File: src/rtl/alu_seq_pkg.sv
// Shared definitions for the ALU control sequencer: op_sel encodings,
// FSM state type, ALU opcode constants and multiply loop layout.
// Optional feature macro: ALU_SEQ_MUL_EN (enables the multiply sequence).
package alu_seq_pkg;

    typedef enum logic [1:0] {
        OP_ADD  = 2'b00,
        OP_TWOS = 2'b01,
        OP_SHR2 = 2'b10,
        OP_MUL  = 2'b11
    } op_e;

    typedef enum logic [1:0] {
        ST_IDLE  = 2'd0,
        ST_ISSUE = 2'd1,
        ST_HOLD  = 2'd2,
        ST_DONE  = 2'd3
    } state_e;

    localparam logic [11:0] OPC_LOAD_XB     = 12'b000000001011;
    localparam logic [11:0] OPC_LOAD_YC     = 12'b000000001100;
    localparam logic [11:0] OPC_ADD_BC_AO   = 12'b001000000000;
    localparam logic [11:0] OPC_TWOS_B_AO   = 12'b001000001000;
    localparam logic [11:0] OPC_SHR_B_AO    = 12'b001000000100;
    localparam logic [11:0] OPC_AO_TO_B     = 12'b100000001011;
    localparam logic [11:0] OPC_AND_B_LSBC  = 12'b001000000101;
    localparam logic [11:0] OPC_SHL_B       = 12'b001000010011;
    localparam logic [11:0] OPC_SHR_C       = 12'b000000101010;
    localparam logic [11:0] OPC_BO_TO_B     = 12'b100001001011;
    localparam logic [11:0] OPC_TWOS_B_BO   = 12'b001000011000;
    localparam logic [11:0] OPC_AO_TO_A     = 12'b100000001001;
    localparam logic [11:0] OPC_AND_B_LSBCO = 12'b001110000101;
    localparam logic [11:0] OPC_AO_TO_C     = 12'b010000101100;
    localparam logic [11:0] OPC_ADD_AC      = 12'b000000000000;
    localparam logic [11:0] OPC_CO_TO_C     = 12'b010010001100;

    // Multiply layout: steps 0..2 are the prologue, each loop iteration
    // restarts at MUL_BODY_START; SHR_C is always the second body step.
    localparam logic [5:0] MUL_BODY_START = 6'd3;
    localparam logic [5:0] MUL_SHR_C_POS  = 6'd4;
    localparam logic [5:0] MUL_WRAP_POS   = 6'd10;

`ifdef ALU_SEQ_MUL_EN
    localparam logic MUL_ENABLED = 1'b1;
`else
    localparam logic MUL_ENABLED = 1'b0;
`endif

    function automatic logic op_supported(op_e op);
        return !((op == OP_MUL) && !MUL_ENABLED);
    endfunction

endpackage

File: src/rtl/alu_seq_rom.sv
// Step-to-opcode lookup for the ALU sequencer.
// Optional feature macro: ALU_SEQ_MUL_EN (multiply table compiled in).
module alu_seq_rom
    import alu_seq_pkg::*;
#(
    parameter int unsigned MUL_ITER = 5
) (
    input  op_e         op,
    input  logic [5:0]  step,
    input  logic [2:0]  iteration,
    input  logic        corr,
    output logic [11:0] opcode,
    output logic        last
);

`ifdef ALU_SEQ_MUL_EN
    localparam logic [2:0] LAST_ITER = 3'(MUL_ITER - 1);
    logic [5:0] body;
    logic [5:0] slot;
`else
    logic unused_mul_inputs;
    assign unused_mul_inputs = ^{iteration, corr, 3'(MUL_ITER)};
`endif

    // Combinational opcode table; last marks the final step of a sequence
    always_comb begin
        opcode = '0;
        last   = 1'b0;
`ifdef ALU_SEQ_MUL_EN
        body   = '0;
        slot   = '0;
`endif
        case (op)
            OP_ADD: begin
                case (step)
                    6'd0: opcode = OPC_LOAD_XB;
                    6'd1: opcode = OPC_LOAD_YC;
                    6'd2: begin opcode = OPC_ADD_BC_AO; last = 1'b1; end
                    default: ;
                endcase
            end
            OP_TWOS: begin
                case (step)
                    6'd0: opcode = OPC_LOAD_XB;
                    6'd1: begin opcode = OPC_TWOS_B_AO; last = 1'b1; end
                    default: ;
                endcase
            end
            OP_SHR2: begin
                case (step)
                    6'd0: opcode = OPC_LOAD_XB;
                    6'd1: opcode = OPC_SHR_B_AO;
                    6'd2: opcode = OPC_AO_TO_B;
                    6'd3: begin opcode = OPC_SHR_B_AO; last = 1'b1; end
                    default: ;
                endcase
            end
`ifdef ALU_SEQ_MUL_EN
            OP_MUL: begin
                if (step < MUL_BODY_START) begin
                    case (step)
                        6'd0:    opcode = OPC_LOAD_XB;
                        6'd1:    opcode = OPC_LOAD_YC;
                        default: opcode = OPC_AND_B_LSBC;
                    endcase
                end else begin
                    // Slots 2..3 hold the sign correction; without it the body
                    // index skips over them so step numbering stays contiguous.
                    body = step - MUL_BODY_START;
                    slot = (corr || (body < 6'd2)) ? body : body + 6'd2;
                    case (slot)
                        6'd0: opcode = OPC_SHL_B;
                        6'd1: opcode = OPC_SHR_C;
                        6'd2: opcode = OPC_BO_TO_B;
                        6'd3: opcode = OPC_TWOS_B_BO;
                        6'd4: opcode = OPC_AO_TO_A;
                        6'd5: opcode = OPC_BO_TO_B;
                        6'd6: opcode = OPC_AND_B_LSBCO;
                        6'd7: opcode = OPC_AO_TO_C;
                        6'd8: opcode = OPC_ADD_AC;
                        6'd9: opcode = OPC_CO_TO_C;
                        default: ;
                    endcase
                    last = (iteration == LAST_ITER) && (slot == 6'd9);
                end
            end
`endif
            default: ;
        endcase
    end

endmodule

File: src/rtl/alu_sequencer.sv
// ALU control sequencer: issues a fixed opcode sequence per op_sel,
// holding each opcode STEP_CYCLES cycles, then pulses done.
// Optional feature macro: ALU_SEQ_MUL_EN (multiply sequence; without it
// op_sel=11 completes immediately with err).
module alu_sequencer
    import alu_seq_pkg::*;
#(
    parameter int unsigned STEP_CYCLES = 7,
    parameter int unsigned MUL_ITER    = 5
) (
    input  logic        CLK,
    input  logic        RST_N,
    input  logic        start,
    input  logic [1:0]  op_sel,
    input  logic        z_msb,
    output logic [11:0] opcode,
    output logic        opcode_valid,
    output logic        busy,
    output logic        done,
    output logic        err
);

    localparam logic [7:0] HOLD_LAST = 8'(STEP_CYCLES - 1);
    localparam logic [2:0] LAST_ITER = 3'(MUL_ITER - 1);

    state_e      state_q;
    op_e         op_q;
    op_e         op_in;
    op_e         rom_op;
    logic [5:0]  step_q;
    logic [5:0]  nxt_step;
    logic [2:0]  iter_q;
    logic [2:0]  nxt_iter;
    logic [7:0]  hold_q;
    logic        corr_q;
    logic        corr_nxt;
    logic        last_q;
    logic        step_end;
    logic [11:0] rom_opcode;
    logic        rom_last;

    assign op_in    = op_e'(op_sel);
    assign step_end = (hold_q == HOLD_LAST);

    // Next-step pointer fed to the ROM; the ROM output is registered on the
    // edge that starts that step, so z_msb is sampled in SHR_C's final cycle.
    always_comb begin
        rom_op   = op_q;
        nxt_step = step_q + 6'd1;
        nxt_iter = iter_q;
        corr_nxt = corr_q;
        if (state_q == ST_IDLE) begin
            rom_op   = op_in;
            nxt_step = '0;
            nxt_iter = '0;
            corr_nxt = 1'b0;
        end else if (op_q == OP_MUL) begin
            if ((step_q == MUL_SHR_C_POS) && (iter_q == LAST_ITER) && z_msb)
                corr_nxt = 1'b1;
            if ((step_q == MUL_WRAP_POS) && (iter_q != LAST_ITER)) begin
                nxt_step = MUL_BODY_START;
                nxt_iter = iter_q + 3'd1;
            end
        end
    end

    alu_seq_rom #(
        .MUL_ITER (MUL_ITER)
    ) u_rom (
        .op        (rom_op),
        .step      (nxt_step),
        .iteration (nxt_iter),
        .corr      (corr_nxt),
        .opcode    (rom_opcode),
        .last      (rom_last)
    );

    // Sequencer FSM with registered outputs
    always_ff @(posedge CLK or negedge RST_N) begin
        if (!RST_N) begin
            state_q      <= ST_IDLE;
            op_q         <= OP_ADD;
            step_q       <= '0;
            iter_q       <= '0;
            hold_q       <= '0;
            corr_q       <= 1'b0;
            last_q       <= 1'b0;
            opcode       <= '0;
            opcode_valid <= 1'b0;
            busy         <= 1'b0;
            done         <= 1'b0;
            err          <= 1'b0;
        end else begin
            case (state_q)
                ST_IDLE: begin
                    if (start) begin
                        op_q <= op_in;
                        busy <= 1'b1;
                        if (!op_supported(op_in)) begin
                            state_q <= ST_DONE;
                            done    <= 1'b1;
                            err     <= 1'b1;
                        end else begin
                            state_q      <= ST_ISSUE;
                            opcode       <= rom_opcode;
                            opcode_valid <= 1'b1;
                            last_q       <= rom_last;
                            step_q       <= nxt_step;
                            iter_q       <= nxt_iter;
                            corr_q       <= corr_nxt;
                            hold_q       <= '0;
                        end
                    end
                end
                ST_ISSUE, ST_HOLD: begin
                    if (step_end) begin
                        if (last_q) begin
                            state_q      <= ST_DONE;
                            opcode       <= '0;
                            opcode_valid <= 1'b0;
                            done         <= 1'b1;
                        end else begin
                            state_q <= ST_ISSUE;
                            opcode  <= rom_opcode;
                            last_q  <= rom_last;
                            step_q  <= nxt_step;
                            iter_q  <= nxt_iter;
                            corr_q  <= corr_nxt;
                            hold_q  <= '0;
                        end
                    end else begin
                        state_q <= ST_HOLD;
                        hold_q  <= hold_q + 8'd1;
                    end
                end
                ST_DONE: begin
                    state_q <= ST_IDLE;
                    op_q    <= OP_ADD;
                    step_q  <= '0;
                    iter_q  <= '0;
                    hold_q  <= '0;
                    corr_q  <= 1'b0;
                    last_q  <= 1'b0;
                    busy    <= 1'b0;
                    done    <= 1'b0;
                    err     <= 1'b0;
                end
                default: state_q <= ST_IDLE;
            endcase
        end
    end

endmodule

File: config.mk
export PLATFORM = sky130hd
export DESIGN_NAME = alu_sequencer
export DESIGN_NICKNAME = d
export VERILOG_FILES = /design/src/rtl/alu_seq_pkg.sv /design/src/rtl/alu_seq_rom.sv /design/src/rtl/alu_sequencer.sv
export SDC_FILE = /design/constraint.sdc
export NUM_CORES = 1
export LEC_CHECK = 0
export BUFFER_PORTS_ARGS = -buffer_cell sky130_fd_sc_hd__buf_2
export CAP_MARGIN = 20
export CORE_ASPECT_RATIO = 0.9
export CORE_MARGIN = 8
export CORE_UTILIZATION = 30
export CTS_BUF_LIST = sky130_fd_sc_hd__clkbuf_4
export DETAILED_ROUTE_END_ITERATION = 7
export PLACE_DENSITY_LB_ADDON = 0.2
export RECOVER_POWER = 100
export SYNTH_ARGS = -nofsm -noshare
export SYNTH_HDL_FRONTEND = slang
export SYNTH_SLANG_ARGS = --single-unit
export TNS_END_PERCENT = 50
File: constraint.sdc
create_clock -name CLK -period 2.1 [get_ports CLK]
set_input_delay 0.21 -clock CLK [delete_from_list [all_inputs] [get_ports CLK]]
set_output_delay 0.21 -clock CLK [all_outputs]
set_load 0.1 [all_outputs]
# Yosys cells after proc, flatten, opt, wreduce, memory -nomap -nowiden
# Index checks and enable logic that the tools add are counted.
[classes] add_sub_neg=3 mul=0 div_mod_pow=0 magnitude_cmp=0 n_eq_ne=20 n_shift=0 n_mux=60 bitwise_logic=0 n_reduce_logical=16
[op_table] op="$pmux 12 s3" count=2
[op_table] op="$mux 12" count=4
[op_table] op="$mux 6" count=7
[op_table] op="$mux 8" count=4
[op_table] op="$pmux 10 s3" count=1
[op_table] op="$pmux 12 s2" count=1
[op_table] op="$pmux 8 s3" count=1
[op_table] op="$mux 3" count=7
[op_table] op="$pmux 10 s2" count=1
[op_table] op="$pmux 6 s3" count=1
[op_table] op="$mux 1" count=16
[op_table] op="$eq 6x2->1 const B" count=2
[op_table] op="$mux 2" count=6
[op_table] op="$reduce_and 4->1" count=3
[op_table] op="$eq 2x2->1 const B" count=5
[op_table] op="$ne 2x2->1 const B" count=5
[op_table] op="$pmux 1 s3" count=3
[op_table] op="$pmux 3 s3" count=1
[op_table] op="$reduce_and 3->1" count=3
[op_table] op="$add 8x1->8 const B" count=1
[op_table] op="$eq 8x3->1 const B" count=1
[op_table] op="$add 6x1->6 const B" count=1
[op_table] op="$eq 6x1->1 const B" count=1
[op_table] op="$eq 6x4->1 const B" count=1
[op_table] op="other kinds (14)" count=21
[word_totals] regBits=38 latch_bits=0 mem_bits_rw=0 rom_bits=0 input_bits=6 out_inout_bits=16 wordCells=110 mem_count=0

# Longest topological paths before layout
# Gate-level depths: netlist of the first run.
[logic_depth] depth_word=12 ltp_mapped=8 mapped_depth_nobuf=7

# Cells and area by module
# A second synthesis of the first run with hierarchy kept.
[hier_totals] hier_cells=265 area_unflattened_um2=2476.1
[modules_own_cells] mod="alu_sequencer" n_inst=1 cells_per_inst=235 area_each_um2=2282.2 seq_area_each_um2=975.9
[modules_own_cells] mod="alu_seq_rom" n_inst=1 cells_per_inst=30 area_each_um2=193.9 seq_area_each_um2=0.0

# Least setup slack after synthesis of the first run
# Ideal clock, no wire load.
[synth_path] path_kind="reg-to-reg" start="register step_q[0]" end="register opcode[3]" setup_ns=0.124 arrival_ns=1.805 required_ns=1.976 slack_ns=0.171 stages_incl_launch_ff=8 n_path_buf=0 period_less_slack_ns=1.929 cell_sequence="dfrtp_1 > inv_1 > ha_1 > nand2b_1 > nor3_1 > or2_2 > o221a_1 > a211o_1"
[synth_via] elab_chain_cells=12 elab_cells_between_ends=20 classes_between="1 x add/sub; 4 x eq/ne; 12 x mux; 3 x reduce/logical"
[synth_lines] item="start: declaration" line="alu_sequencer.sv:30" source="logic [5:0] step_q;"
[synth_lines] item="start signal: assignment" line="alu_sequencer.sv:108" source="step_q <= nxt_step;"
[synth_lines] item="start signal: assignment" line="alu_sequencer.sv:126" source="step_q <= nxt_step;"
[synth_lines] item="parallel branches: the longest is 3 deep, another holds $add 6x1->6"
[synth_lines] item="$mux 6 (*)" line="alu_sequencer.sv:57" source="end else if (op_q == OP_MUL) begin"
[synth_lines] item="$mux 6 (*)" line="alu_sequencer.sv:52" source="if (state_q == ST_IDLE) begin"
[synth_lines] item="$eq 6x1->1 / $eq 6x2->1 (equally long branches)" line="alu_seq_rom.sv:35, alu_seq_rom.sv:43, alu_seq_rom.sv:50"
[synth_lines] item="$reduce_or 2->1 (no source line)"
[synth_lines] item="$pmux 12 s3" line="alu_seq_rom.sv:50" source="case (step)"
[synth_lines] item="$pmux 12 s3 (*)" line="alu_seq_rom.sv:33" source="case (op)"
[synth_lines] item="$mux 12 (on tied branches)" line="alu_sequencer.sv:117, alu_sequencer.sv:99"
[synth_lines] item="$mux 12 (on tied branches)" line="alu_sequencer.sv:116, alu_sequencer.sv:96"
[synth_lines] item="$pmux 12 s2 (*)" line="alu_sequencer.sv:94" source="case (state_q)"
[synth_lines] item="end signal: assignment" line="alu_sequencer.sv:105" source="opcode <= rom_opcode;"
[synth_lines] item="end signal: assignment" line="alu_sequencer.sv:124" source="opcode <= rom_opcode;"
[synth_lines] item="end: declaration" line="alu_sequencer.sv:16" source="output logic [11:0] opcode,"
# Every way passes the cells marked *. The select of a mux whose other input is x is not followed.
# A chain may end at the register's enable or synchronous reset.

# Worst setup path after layout of the first run
[layout_path] start="register hold_q[0]" end="register opcode[3]"
[layout_via] elab_chain_cells=3
[layout_lines] item="start: declaration" line="alu_sequencer.sv:34" source="logic [7:0] hold_q;"
[layout_lines] item="start signal: assignment" line="alu_sequencer.sv:133" source="hold_q <= hold_q + 8'd1;"
[layout_lines] item="$eq 8x3->1" line="alu_sequencer.sv:43" source="assign step_end = (hold_q == HOLD_LAST);"
[layout_lines] item="$ne 2x2->1 (no source line)"
[layout_lines] item="$reduce_and 4->1 (no source line)"
# No other way between the ends.

==> results of run 1 <==
-- per-layer routing --
layer | up-vias | share of wire (%) | GRT usage (%)
met4 | 0 | 0.61 | 2.97
met5 | - | 0 | 0
met1 | 818 | 51 | 15.4
met2 | 40 | 42 | 15.2
met3 | 4 | 5.6 | 3.00
li1 | 840 | - | -
-- where the power goes --
| group | switching, mW | internal, mW |
|---|---|---|
| logic | 1.45 | 0.613 |
| clock network | 0.220 | 0.137 |
| registers | 0.142 | 0.745 |
| total | 1.81 | 1.50 |
-- cell type report --
| cell class | count | area (sq um) |
|---|---|---|
| sequential | 31 | 776 |
| fill | 707 | 4240 |
| tap | 90 | 113 |
| timing repair buffer | 27 | 140 |
| clock inverter | 2 | 7.51 |
| clock buffer | 6 | 45.0 |
| multi-input combinational | 163 | 1070 |
| inverter | 14 | 52.6 |
-- registers in the layout, indices dropped and copies added (netlist names) --
name,count
last_q,1
err,1
iter_q,3
opcode_valid,1
done,1
opcode,5
busy,1
step_q,6
hold_q,8
state_q,2
op_q,2
-- worst min path at each step --
| stage | start | to | slack, ns | depth (start not counted) |
|---|---|---|---|---|
| 2_1_floorplan | RST_N | busy$_DFFE_PN0P_ | -0.09 | 0 |
| 3_3_place_gp | RST_N | hold_q[2]$_DFFE_PN0P_ | 0.31 | 1 |
| 3_5_place_dp | RST_N | hold_q[2]$_DFFE_PN0P_ | 0.32 | 1 |
| 4_1_cts | op_sel[1] | op_q[1]$_DFFE_PN0P_ | 0.15 | 2 |
| 5_1_grt | op_sel[1] | op_q[1]$_DFFE_PN0P_ | 0.17 | 2 |
| 6_report | op_sel[1] | op_q[1]$_DFFE_PN0P_ | 0.16 | 2 |
-- cell families (layout without fill, tap and decap cells) --
group	count (synthesis)	after routing	synth area share [%]
and+or+nand+nor	73	73	20.3
AOI/OAI and AO/OA	72	72	26.4
DFF	31	31	39.7
buffers and inverters	26	49	6.40
adders and majority gates	8	8	5.12
xor gates and xnor gates	2	2	0.896
muxes	2	2	1.02
other	1	6	0.192
-- repair_timing --
action | in CTS | in global routing
hold endpoints to repair | 31 | 0
hold buffers | 1 | 0
setup endpoints to repair | 0 | 1
setup buffers | 0 | 0
resized for setup | 0 | 1
-- cell usage after synthesis (all sizes together) (2+ instances only) --
cell type   n  area share (%)
a21o        5             2.0
buf         8             2.9
o22ai       2            0.64
nor2       11             2.2
nor3        6             1.5
nand2b      3            0.96
inv        14             2.7
clkbuf      4            0.77
nand4       3            0.96
a22o        9             4.1
or3         2            0.90
nor3b       3             1.2
mux2i       2             1.0
and3        6             2.0
a21boi      2            0.77
nand3      10             2.6
a211o       2            0.96
nand2      20             3.8
xnor2       2            0.90
o21ai      20             5.1
o32ai       2             1.3
a32o        3             1.5
ha          8             5.1
dfrtp      31              40
a21oi      13             3.3
o211ai      2            0.77
o21a        2            0.77
-- critical path, cell delays in order, from the launching register on --
cell and delay [ns]:
dfrtp_1 0.43, inv_1 0.07, ha_1 0.13, and3b_1 0.25, and2_1 0.28, nand2_1 0.12, a21o_1 0.26, a211o_1 0.30
==> impl_metrics.csv, run 1 <==
group,metric,value,unit
timing,finalCritPeriodShare,92.4,%
timing,timing.final.ws_setup,0.159,ns
logic_synthesis,async_flop_share,100,%
timing,max_slew_margin,22.0,%
layout,drive_gt1_share,13.6,%
drt,drtIter0Drc,119,
timing,finalHoldViolCount,0,
global_route,grt_pass1_vias,1616,
outcome,status,"finished clean",
global_route,grt_max_degree,32,
layout,nets,256,
drt,wire_per_inst,14.3,microns
power,leakage,0.987,nW
setup_path,r2r_setup_slack,0.16,ns
placed_design,port_buffers,14,
logic_synthesis,synth_area,1960,sq um
layout,diodes,0,
clock_tree,root_buffer,"clkbuf_4",
drt,wirelength,4770,microns
placed_design,dp_worst_setup_slack,0.156,ns
logic_synthesis,synth_edf_count,0,
setup_path,required,2.33,ns
logic_synthesis,ys_warn_count,0,
logic_synthesis,ys_ff_latch,31,
clock_tree,clkTransAtPathRegs,0.11,ns
setup_path,crit_type,"reg2reg",
setup_path,endpoint,"opcode[3]$_DFFE_PN0P_",
clock_tree,h-tree-depth,2,
logic_synthesis,synthDistinctLibCells,55,
die,rows,28,
clock_tree,clk_latency,0.34,ns
layout,final_cell_mix,"dfrtp_1, nand2_1, o21ai_0, inv_1, clkbuf_1",
die,dieArea,9360,sq um
setup_path,ff2ff_path_depth,7,
logic_synthesis,ys_seq_area_share,39.7,%
timing,fin_tns_setup,0,ns
die,chipHeight,92.6,microns
placed_design,place.gp.congestion,0.766,
drt,dr.pass1.iters,4,
clock_tree,clock_sinks,31,
timing,slew_viol_final,0,
drt,ant_nets,0,
hold_path,hp-class,"in2reg",
setup_path,endpoint_kind,"flop",
die,initial_utilization,30.3,%
layout,instances_no_fill,333,
setup_path,r2r_start,"hold_q[0]$_DFFE_PN0P_",
global_route,grt_pass1_wl,8200,microns
global_route,overflow,0,
logic_synthesis,synth_ff_type,"dfrtp_1",
clock_tree,cts_tree,"built",
clock_tree,cts_max_path_buffers,2,
power,peakVddDrop,0.435,mV
die,die_x,101,microns
placed_design,dpl.hpwl,3410,microns
timing,fmax,515,MHz
placed_design,dp_cells,324,
job,max-cap-violations,0,
setup_path,r2r_end,"opcode[3]$_DFFE_PN0P_",
global_route,grt_usage,10.8,%
setup_path,cp-start-kind,"flop",
timing,setup_viol,0,
timing,fin_crit,1.94,ns
logic_synthesis,avgSynthCellArea,9.10,sq um
drt,via_count,1702,
timing,worst_slew_pin_slew,1.18,ns
layout,final_area,2210,sq um
power,p_per_area,1500,nW/um^2
clock_tree,numCtsBuffers,5,
power,fin_total_pwr,3.31,mW
timing,fin_skew,0.0119,ns
layout,syn2layout_area_growth,12.9,%
setup_path,crit_path_start,"hold_q[0]$_DFFE_PN0P_",
die,ioPinCount,22,
setup_path,critPathArrivalTime,2.17,ns
layout,utilization,34.3,%
drt,drc,0,
layout,final_common_cell,"dfrtp_1",
timing,hold_slack,0.163,ns
global_route,antenna_found_initial,0,
timing,rsz0062_at_grt,"false",
placed_design,placed_area,2170,sq um
logic_synthesis,syn_inst,215,
die,core,6450,sq um
drt,vias_per_cell,5.11,
setup_path,cp_max_fo,6,
No activity file was read; power rests on OpenSTA's default activity.
==> run 2: changes to the inputs <==
--- a/config.mk
+++ b/config.mk
@@ -5,6 +5,7 @@
 export SDC_FILE = /design/constraint.sdc
 export NUM_CORES = 1
 export LEC_CHECK = 0
+export ABC_AREA = 1
 export BUFFER_PORTS_ARGS = -buffer_cell sky130_fd_sc_hd__buf_2
 export CAP_MARGIN = 20
 export CORE_ASPECT_RATIO = 0.9
==> impl_metrics.csv, run 2 <==
group,metric,value,unit
logic_synthesis,synth.most_common_cell,"nand2_1",
drt,wirelength,4160,microns
logic_synthesis,synth_edf_count,0,
layout,diodes,0,
logic_synthesis,ys_top_cells_by_area,"dfrtp_1, nand2_1, inv_1",
logic_synthesis,ys_warn_count,0,
timing,fmax,535,MHz
layout,top_register,"hold_q",
logic_synthesis,synth_ff_type,"dfrtp_1",
setup_path,crit_cells,12,
timing,finalCritPeriodShare,89.0,%
layout,syn2layout_area_growth,7.48,%
logic_synthesis,yosys.area.top_type,"dfrtp_1",
logic_synthesis,ys_seq_area_share,38.7,%
logic_synthesis,synth_common_cells,"nand2_1, inv_1, dfrtp_1",
timing,finalHoldViolCount,0,
global_route,grt_pass1_wl,7510,microns
clock_tree,cts_resized,0,
global_route,grt_usage,9.84,%
drt,ant_nets,0,
setup_path,critical-path-slowest-cell,"dfrtp_1",
timing,max_slew_margin,22.1,%
clock_tree,post_cts_buffers,0,
outcome,status,"finished clean",
die,ioPinCount,22,
layout,final_cell_mix,"nand2_1, inv_1, dfrtp_1, nor2_1, o21ai_0",
drt,wl_met1,2220,microns
die,initial_utilization,30.8,%
clock_tree,clock_sinks,31,
clock_tree,clk_latency,0.33,ns
timing,fin_skew,0.00959,ns
setup_path,crit_type,"reg2reg",
setup_path,cp_num_buf_inv,2,
drt,vias_per_cell,4.42,
setup_path,endpoint_kind,"flop",
timing,fin_tns_setup,0,ns
drt,dr.max_layer_used,"met4",
die,dieArea,9570,sq um
die,chipHeight,93.6,microns
global_route,antenna_found_initial,0,
setup_path,critPathArrivalTime,2.10,ns
placed_design,dpl.hpwl,3250,microns
global_route,grt_pass1_vias,1644,
setup_path,cp_max_fo,8,
logic_synthesis,synth_top_area_share,38.7,%
drt,via_count,1603,
placed_design,place.gp.congestion,0.795,
timing,worst_slew_pin_slew,1.17,ns
setup_path,path_common_cell,"nand2_1",
die,die_x,102,microns
clock_tree,hold_buffers,1,
drt,met3_length,170,microns
clock_tree,cts_max_path_buffers,2,
die,rows,28,
drt,dr.pass1.iters,4,
hold_path,hold_path_depth,3,
layout,reg_top3,"hold_q (8), step_q (6), opcode (5)",
timing,slew_viol_final,0,
drt,wire_per_inst,11.4,microns
setup_path,required,2.33,ns
setup_path,worstPathCellList,"inv_1 > ha_1 > nand2_1 > nor2_1 > nand3_1 > inv_1 > nor2_2 > nand2_4 > a21oi_1 > nand3_1 > nand2_1 > nand2_1",
clock_tree,numCtsBuffers,5,
clock_tree,cts_tree,"built",
logic_synthesis,syn_inst,254,
logic_synthesis,ys_ff_latch,31,
drt,drc,0,
global_route,grt_max_degree,32,
logic_synthesis,synthDistinctLibCells,36,
setup_path,ff2ff_path_depth,12,
job,max-cap-violations,0,
logic_synthesis,async_flop_share,100,%
placed_design,port_buffers,14,
clock_tree,clkTransAtPathRegs,0.10,ns
layout,fillers,752,
layout,drive_gt1_share,12.8,%
setup_path,cp-start-kind,"flop",
logic_synthesis,synth_area,2010,sq um
setup_path,cpPeakStageDelay,0.46,ns
timing,rsz0062_at_grt,"false",
drt,drtIter0Drc,61,
logic_synthesis,avgSynthCellArea,7.90,sq um
die,core,6520,sq um
timing,setup_viol,0,
global_route,overflow,0,
setup_path,cp_top_family,"simple AND/OR/NAND/NOR gates",
layout,final_common_cell,"nand2_1",
layout,largest_reg_flops,8,
hold_path,hp-class,"in2reg",
clock_tree,h-tree-depth,2,
timing,fin_crit,1.87,ns
drt,dr_wl_met2,1710,microns
clock_tree,root_buffer,"clkbuf_4",
layout,nets,288,
[run 2: cell types whose count changed after synthesis, sizes merged, moves of 4 or more]
cell and delta:
nand2 +37, clkbuf -4, a21oi -5, a21o -5
nand3 +11, nor2 +18, inv +28, a22o -9
and3 -6
[run 2: logic make-up (layout without fill, tap and decap cells)]
| kind of cell | Yosys count | in the layout | share of synthesized area, % |
|---|---|---|---|
| compound gates | 41 | 41 | 12.3 |
| xor+xnor | 2 | 2 | 1.25 |
| fa+ha+maj | 8 | 8 | 4.99 |
| buf+inv | 52 | 66 | 11.9 |
| flops | 31 | 31 | 38.7 |
| other cells | 1 | 6 | 0.187 |
| simple gates | 119 | 119 | 30.7 |
[run 2: final timing paths]
| check | from | end | slack [ns] |
|---|---|---|---|
| worst max-delay path | step_q[0]$_DFFE_PN0P_ | last_q$_DFFE_PN0P_ | 0.23 |
| worst min-delay path | op_sel[0] | op_q[0]$_DFFE_PN0P_ | 0.19 |
| worst max register to register | step_q[0]$_DFFE_PN0P_ | last_q$_DFFE_PN0P_ | 0.23 |
| worst min register to register | busy$_DFFE_PN0P_ | busy$_DFFE_PN0P_ | 0.48 |
| max in group asynchronous | RST_N | done$_DFFE_PN0P_ | 1.10 |
| min in group asynchronous | RST_N | last_q$_DFFE_PN0P_ | 0.50 |
[run 2: per-layer routing]
layer	GRT usage, %	vias up
li1	-	846
met5	0	-
met3	2.30	4
met1	13.7	731
met4	4.03	0
met2	14.2	22
[run 2: worst register-to-register path, stage by stage (launching register included)]
cell and delay (ns):
dfrtp_1 0.46, inv_1 0.11, ha_1 0.22, nand2_1 0.07, nor2_1 0.04, nand3_1 0.16
inv_1 0.11, nor2_2 0.16, nand2_4 0.11, a21oi_1 0.17, nand3_1 0.08, nand2_1 0.06
nand2_1 0.04
[run 2: layout make-up]
| class | count | area, sq um | share of cell area [%] |
|---|---|---|---|
| Sequential cell | 31 | 776 | 36.0 |
| Multi-Input combinational cell | 176 | 986 | 45.7 |
| Inverter | 43 | 161 | 7.48 |
| Timing Repair Buffer | 17 | 76.3 | 3.54 |
| Clock buffer | 6 | 45.0 | 2.09 |
| Tap cell | 90 | 113 | 5.22 |
[run 2: per-stage QoR]
step	worst slack (ns)	cells	hold WS (ns)	instance area (sq um)	utilization (%)
after floorplan	0.454	259	-0.0856	2030	-
after global placement	0.288	356	0.318	2150	33.0
after detailed placement	0.288	356	0.321	2150	33.0
after CTS	0.263	363	0.175	2200	33.8
after global routing	0.0474	363	0.188	2160	33.1
final	0.230	363	0.189	2160	33.1
Power of run 2 is not shown: default switching activity piles up to over one toggle a cycle in this logic, so the estimate is an artifact.
